File: config.mk
export PLATFORM = sky130hd
export DESIGN_NAME = counter_sequencer
export DESIGN_NICKNAME = d
export VERILOG_FILES = /design/src/rtl/counter_sequencer_pkg.sv /design/src/rtl/counter_sequencer_count_core.sv /design/src/rtl/counter_sequencer.sv
export SDC_FILE = /design/constraint.sdc
export NUM_CORES = 1
export LEC_CHECK = 0
export CORE_ASPECT_RATIO = 0.75
export CORE_MARGIN = 1.5
export CORE_UTILIZATION = 45
export CTS_BUF_LIST = sky130_fd_sc_hd__clkbuf_8
export CTS_CLUSTER_DIAMETER = 150
export DETAILED_ROUTE_END_ITERATION = 10
export PLACE_DENSITY = 0.76
export SYNTH_ARGS = -nofsm -noshare
export SYNTH_HDL_FRONTEND = slang
export SYNTH_SLANG_ARGS = --single-unit
File: constraint.sdc
create_clock -name clk -period 1.9 [get_ports clk]
set_clock_uncertainty 0.2 [all_clocks]
set_input_delay 0.38 -clock clk [delete_from_list [all_inputs] [get_ports clk]]
set_output_delay 0.38 -clock clk [all_outputs]
set_load 0.01 [all_outputs]
File: src/rtl/counter_sequencer_pkg.sv
// counter_seq_pkg: state encoding and command opcodes shared by counter_sequencer and its bench.
package counter_seq_pkg;
    typedef enum logic [1:0] {IDLE = 2'd0, RUN = 2'd1, PAUSED = 2'd2, DONE = 2'd3} state_e;
    localparam logic [1:0] OP_START  = 2'b00;
    localparam logic [1:0] OP_PAUSE  = 2'b01;
    localparam logic [1:0] OP_RESUME = 2'b10;
    localparam logic [1:0] OP_ABORT  = 2'b11;
endpackage

File: src/rtl/counter_sequencer_count_core.sv
// count_core: falling-edge synchronous toggle counter with clear priority over enable.
module count_core #(
    parameter int WIDTH = 4
) (
    input  logic             clk,
    input  logic             rst,
    input  logic             en,
    input  logic             clr,
    output logic [WIDTH-1:0] q
);
    logic [WIDTH-1:0] cnt_q, cnt_d, tgl;
    assign tgl[0] = en;
    for (genvar k = 1; k < WIDTH; k++) begin : g_tgl
        assign tgl[k] = en & (&cnt_q[k-1:0]);
    end
    always_comb cnt_d = clr ? '0 : cnt_q ^ tgl;
    always_ff @(negedge clk or negedge rst) begin
        if (!rst) cnt_q <= '0;
        else cnt_q <= cnt_d;
    end
    assign q = cnt_q;
endmodule

File: src/rtl/counter_sequencer.sv
// counter_sequencer: command-driven interval counter FSM around count_core.
module counter_sequencer
    import counter_seq_pkg::*;
#(
    parameter int WIDTH = 4
) (
    input  logic             clk,
    input  logic             rst,
    input  logic             cmd_valid,
    output logic             cmd_ready,
    input  logic [1:0]       cmd_op,
    input  logic [WIDTH-1:0] cmd_limit,
    input  logic             cmd_periodic,
    output logic [WIDTH-1:0] q,
    output logic             busy,
    output logic             tick,
    output logic             done,
    output logic             err
);
    state_e           state_q, state_d;
    logic [WIDTH-1:0] limit_q, limit_d;
    logic             periodic_q, periodic_d;
    logic             tick_q, tick_d, done_q, done_d, err_q, err_d;
    logic             en, clr, acc, term, pause;

    count_core #(.WIDTH(WIDTH)) u_core (.clk(clk), .rst(rst), .en(en), .clr(clr), .q(q));

    assign acc  = cmd_valid & cmd_ready;
    assign term = q == limit_q;

    always_comb begin
        state_d    = state_q;
        limit_d    = limit_q;
        periodic_d = periodic_q;
        tick_d     = 1'b0;
        done_d     = 1'b0;
        err_d      = 1'b0;
        en         = 1'b0;
        clr        = 1'b0;
        pause      = 1'b0;
        case (state_q)
            IDLE: begin
                if (acc && cmd_op == OP_START) begin
                    limit_d    = cmd_limit;
                    periodic_d = cmd_periodic;
                    clr        = 1'b1;
                    state_d    = RUN;
                end
                err_d = acc && (cmd_op == OP_PAUSE || cmd_op == OP_RESUME);
            end
            RUN: begin
                if (acc && cmd_op == OP_ABORT) begin
                    clr     = 1'b1;
                    state_d = IDLE;
                end else begin
                    // a PAUSE landing on the terminal count still ticks; one-shot completion consumes it
                    pause = acc && cmd_op == OP_PAUSE;
                    err_d = acc && (cmd_op == OP_START || cmd_op == OP_RESUME);
                    if (term) begin
                        tick_d  = 1'b1;
                        done_d  = !periodic_q;
                        clr     = periodic_q;
                        state_d = !periodic_q ? DONE : pause ? PAUSED : RUN;
                    end else begin
                        en      = !pause;
                        state_d = pause ? PAUSED : RUN;
                    end
                end
            end
            PAUSED: begin
                if (acc && cmd_op == OP_RESUME) state_d = RUN;
                if (acc && cmd_op == OP_ABORT) begin
                    clr     = 1'b1;
                    state_d = IDLE;
                end
                err_d = acc && (cmd_op == OP_START || cmd_op == OP_PAUSE);
            end
            DONE: begin
                clr     = 1'b1;
                state_d = IDLE;
            end
        endcase
    end

    always_ff @(negedge clk or negedge rst) begin
        if (!rst) begin
            state_q    <= IDLE;
            limit_q    <= '0;
            periodic_q <= 1'b0;
            tick_q     <= 1'b0;
            done_q     <= 1'b0;
            err_q      <= 1'b0;
        end else begin
            state_q    <= state_d;
            limit_q    <= limit_d;
            periodic_q <= periodic_d;
            tick_q     <= tick_d;
            done_q     <= done_d;
            err_q      <= err_d;
        end
    end

    assign cmd_ready = state_q != DONE;
    assign busy      = state_q == RUN || state_q == PAUSED;
    assign tick      = tick_q;
    assign done      = done_q;
    assign err       = err_q;
endmodule

Yosys cells after proc, flatten, opt, wreduce, memory -nomap -nowiden
Cells that the tools add are included.
{ "word_totals": {"regBits": 14, "in_bits": 10, "out_inout_bits": 9, "word_cells": 66} }
{ "op_classes": {"n_eq_ne": 10, "muxes": 25, "n_bitwise": 5, "n_reduce_logical": 19} }
{ "ops": {"columns": ["op", "n"], "rows": [
  ["$mux W1", 14],
  ["$mux W2", 7],
  ["$eq A2 B2 Y1 const B", 4],
  ["$pmux W2 S4", 1],
  ["$logic_and A1 B1 Y1", 7],
  ["$reduce_and A2 Y1", 3],
  ["$and A1 B1 Y1", 4],
  ["$eq A2 B1 Y1 const B", 2],
  ["$eq A4 B4 Y1", 1],
  ["$logic_not A2 Y1", 2],
  ["$logic_or A1 B1 Y1", 4],
  ["$mux W4", 1],
  ["$ne A2 B2 Y1 const B", 2],
  ["$pmux W1 S4", 1],
  ["$xor A4 B4 Y4", 1],
  ["$ne A3 B3 Y1 const B", 1],
  ["$pmux W1 S3", 1],
  ["$reduce_and A3 Y1", 1],
  ["$logic_not A1 Y1", 2]
]} }

Logic depth before layout (Yosys ltp)
{ "logic_depth": {"word_depth": 10, "depth_mapped": 7} }

By module
A second synthesis with hierarchy kept.
{ "unflattened": {"hier_cells": 74, "hier_area_um2": 823.3} }
{ "modules_own_cells": {"columns": ["mod", "instances", "cells_per_inst", "area_each_um2"], "rows": [
  ["counter_sequencer", 1, 58, 638.1],
  ["count_core", 1, 16, 185.2]
]} }

==> run metrics <==
outcome complete, but fails checks; failing checks negative setup slack; Synth Warn # 0; Cells after Synth between 70 and 80; compound-gate portion of the synthesized area 15.15%; final setup fails 23; R2R depth 10; CTS Buffer Depth 2; critical path arrival 2.05 ns; RSZ-0062 raised after global routing true; post-synthesis simple-gate area fraction 17.27%; fillcell total 91; total global-route track usage 27.53%; Synth Area in Adders 7.576%; max-cap violation count 0; Synth Flop Type dfrtn_1; Worst Hold Class reg2reg; Die Y 40.10 um; Synth area leader dfrtn_1; wire length per cell roughly 20 um; DR pass1 iterations 4; GP Congestion 0.8217; Syn Nets between 80 and 90; sinks on the clock net 14; post-synthesis xor/xnor area fraction 8.030%; Max FO, Critical Path 2; max_slew headroom between 70% and 80%; Initial Util roughly 48%; latest clock arrival within the worst-skew pair between 0.2 and 0.3 ns; CTS tree built; largest family of logic cells by synthesized area simple AND/OR/NAND/NOR gates; Syn Area/Cell about 11 um2; Final #Nets around 130; global-route wire length before repair 3.891 mm; Root Driver clkbuf_8; hold depth 1; final worst slack -0.7317 ns; CTS Hold Bufs 0; starting DRC count in detailed routing 20; Synth top area share 42.42%; Worst IR Drop VDD 1.070 mV; die area 2104 um2; Netlist cell types 31; HPWL Detailed approximately 1.5 mm; Placement Setup Slack -1.167 ns; DRC viols 0; Die W approximately 52 um; area grow syn2layout 80.15%; multiplexer share of the synthesized area under 10%; Post-synth EDFFs 0; I/O Buffers 18; largest net degree at the start of global routing 15; TritonCTS Buffers 3; H-tree depth 1; pwr dens 1676 nW/um2; CORE AREA 1724 um2; Routed Antenna Nets 0; reg-to-reg slack, setup -0.18 ns; Synth Register Bits 14; Seq/Total Area, Yosys a little over two fifths; row count 13; Post-Synthesis Cell Area 825.8 um2; initial antenna violation count 1; fin. max-slew vios 0; CP required 1.32 ns; vias in the first global route between 700 and 800; top cells by area, synth dfrtn_1, ha_1, mux2_2, xor2_2, nand2_1; Setup Crit Path Kind reg2out; Overflow after GRT 0; via count of the routed design approximately 820; Async S/R FF share, synth 100.0%; layout cells sized above 1 67.80%; Top Ports 19; post-DR vias/cell between 5 and 6; clock transition at the registers of the reported paths ~0.040 ns; Final Hold Fails 0; drt total wl 2.807 mm; setup TNS -9.294 ns; Critical Path Start Type register; Lkg Pwr 0.6728 nW; measured slew at the worst slew-check pin 0.4013 ns; Diodes inserted 0; Critical Path Sink Type output port
-- worst max-delay path, stage by stage (launching register included) --
cell     delay [ns]
dfrtn_1        0.43
inv_2          0.06
ha_4           0.26
buf_6          0.09
-- cells in the mapped netlist (all sizes together) (2+ instances only) --
cell    count
a211oi      2
a21oi       4
a22oi       2
and3        3
dfrtn      14
ha          5
inv         5
mux2        5
nand2       6
nor2        3
o31ai       2
or4         2
xor2        4
-- sequential cells by signal (all words and copies together), names as in the netlist --
signal      flops
err             1
periodic_q      1
tick            1
limit_q         4
done            1
u_core.q        4
state_q         2
-- power breakdown --
part	internal [mW]	switching (mW)
clock network	0.184	0.105
registers	0.432	0.0896
logic	0.829	0.854
total	1.44	1.05
-- stage by stage --
stage	power, mW	std cells	area [um2]	hold slack [ns]	util [%]
2_1_floorplan	1.230	73	880.8	0.2601	-
3_3_place_gp	1.711	128	1230	0.2704	71.34
3_5_place_dp	1.756	128	1230	0.3075	71.34
4_1_cts	2.226	140	1399	0.3082	81.13
5_1_grt	2.607	140	1488	0.3222	86.28
6_report	2.493	140	1488	0.3039	86.28
-- logic make-up (layout without fill, tap and decap cells) --
kind of cell | count (synthesis) | count (layout)
and+or+nand+nor | 21 | 21
AOI/OAI and AO/OA | 17 | 17
DFF | 14 | 14
buffers and inverters | 6 | 51
adders and majority gates | 5 | 5
xor gates and xnor gates | 5 | 5
muxes | 5 | 5
-- worst paths after layout --
| kind | to | from |
|---|---|---|
| min | limit_q[2]$_DFFE_NN0P_ | limit_q[2]$_DFFE_NN0P_ |
| max reg2reg | u_core.q[1]$_DFF_NN0_ | state_q[1]$_DFFE_NN0P_ |
| max | busy | state_q[1]$_DFFE_NN0P_ |
| min reg2reg | limit_q[2]$_DFFE_NN0P_ | limit_q[2]$_DFFE_NN0P_ |
| max in group asynchronous | done$_DFF_NN0_ | rst |
| min in group asynchronous | u_core.q[0]$_DFF_NN0_ | rst |
-- routing by layer --
| layer | vias to the layer above | global-route usage (%) | part of all wire (%) |
|---|---|---|---|
| met5 | - | 0 | 0.46 |
| met4 | 2 | 5.769 | 3.9 |
| met3 | 14 | 7.836 | 4.9 |
| met2 | 33 | 47.50 | 48 |
| met1 | 411 | 35.01 | 42 |
| li1 | 358 | - | - |
-- placed cells by master (no fill, tap or decap), types with 2 or more instances in the layout --
cell	instances
buf_6	7
nor2_4	2
inv_1	2
mux2_2	4
ha_4	3
ha_1	2
clkbuf_8	4
o31ai_1	2
clkdlybuf4s50_1	6
or4_4	2
inv_2	3
buf_4	18
nand2_4	2
a22oi_2	2
nand2_1	3
and3_1	2
buf_8	2
buf_12	2
xor2_2	3
buf_2	7
dfrtn_1	14
a21oi_2	2
-- final cells by class --
type | count | area [um2] | area share [%]
tap | 22 | 27.53 | 1.850
sequential | 14 | 350.3 | 23.55
clock buffer | 4 | 55.05 | 3.701
inverter | 5 | 18.77 | 1.262
multi-input combinational | 53 | 656.9 | 44.15
timing repair buffer | 42 | 379.1 | 25.48
-- timing repair --
| action | 4_1_cts | 5_1_grt |
|---|---|---|
| gates resized for setup | 73 | 18 |
| setup buffers | 8 | 1 |
| pin swaps | 11 | 11 |
| setup endpoints to repair | 23 | 23 |
Note: power is estimated with default switching activity, not from simulation.
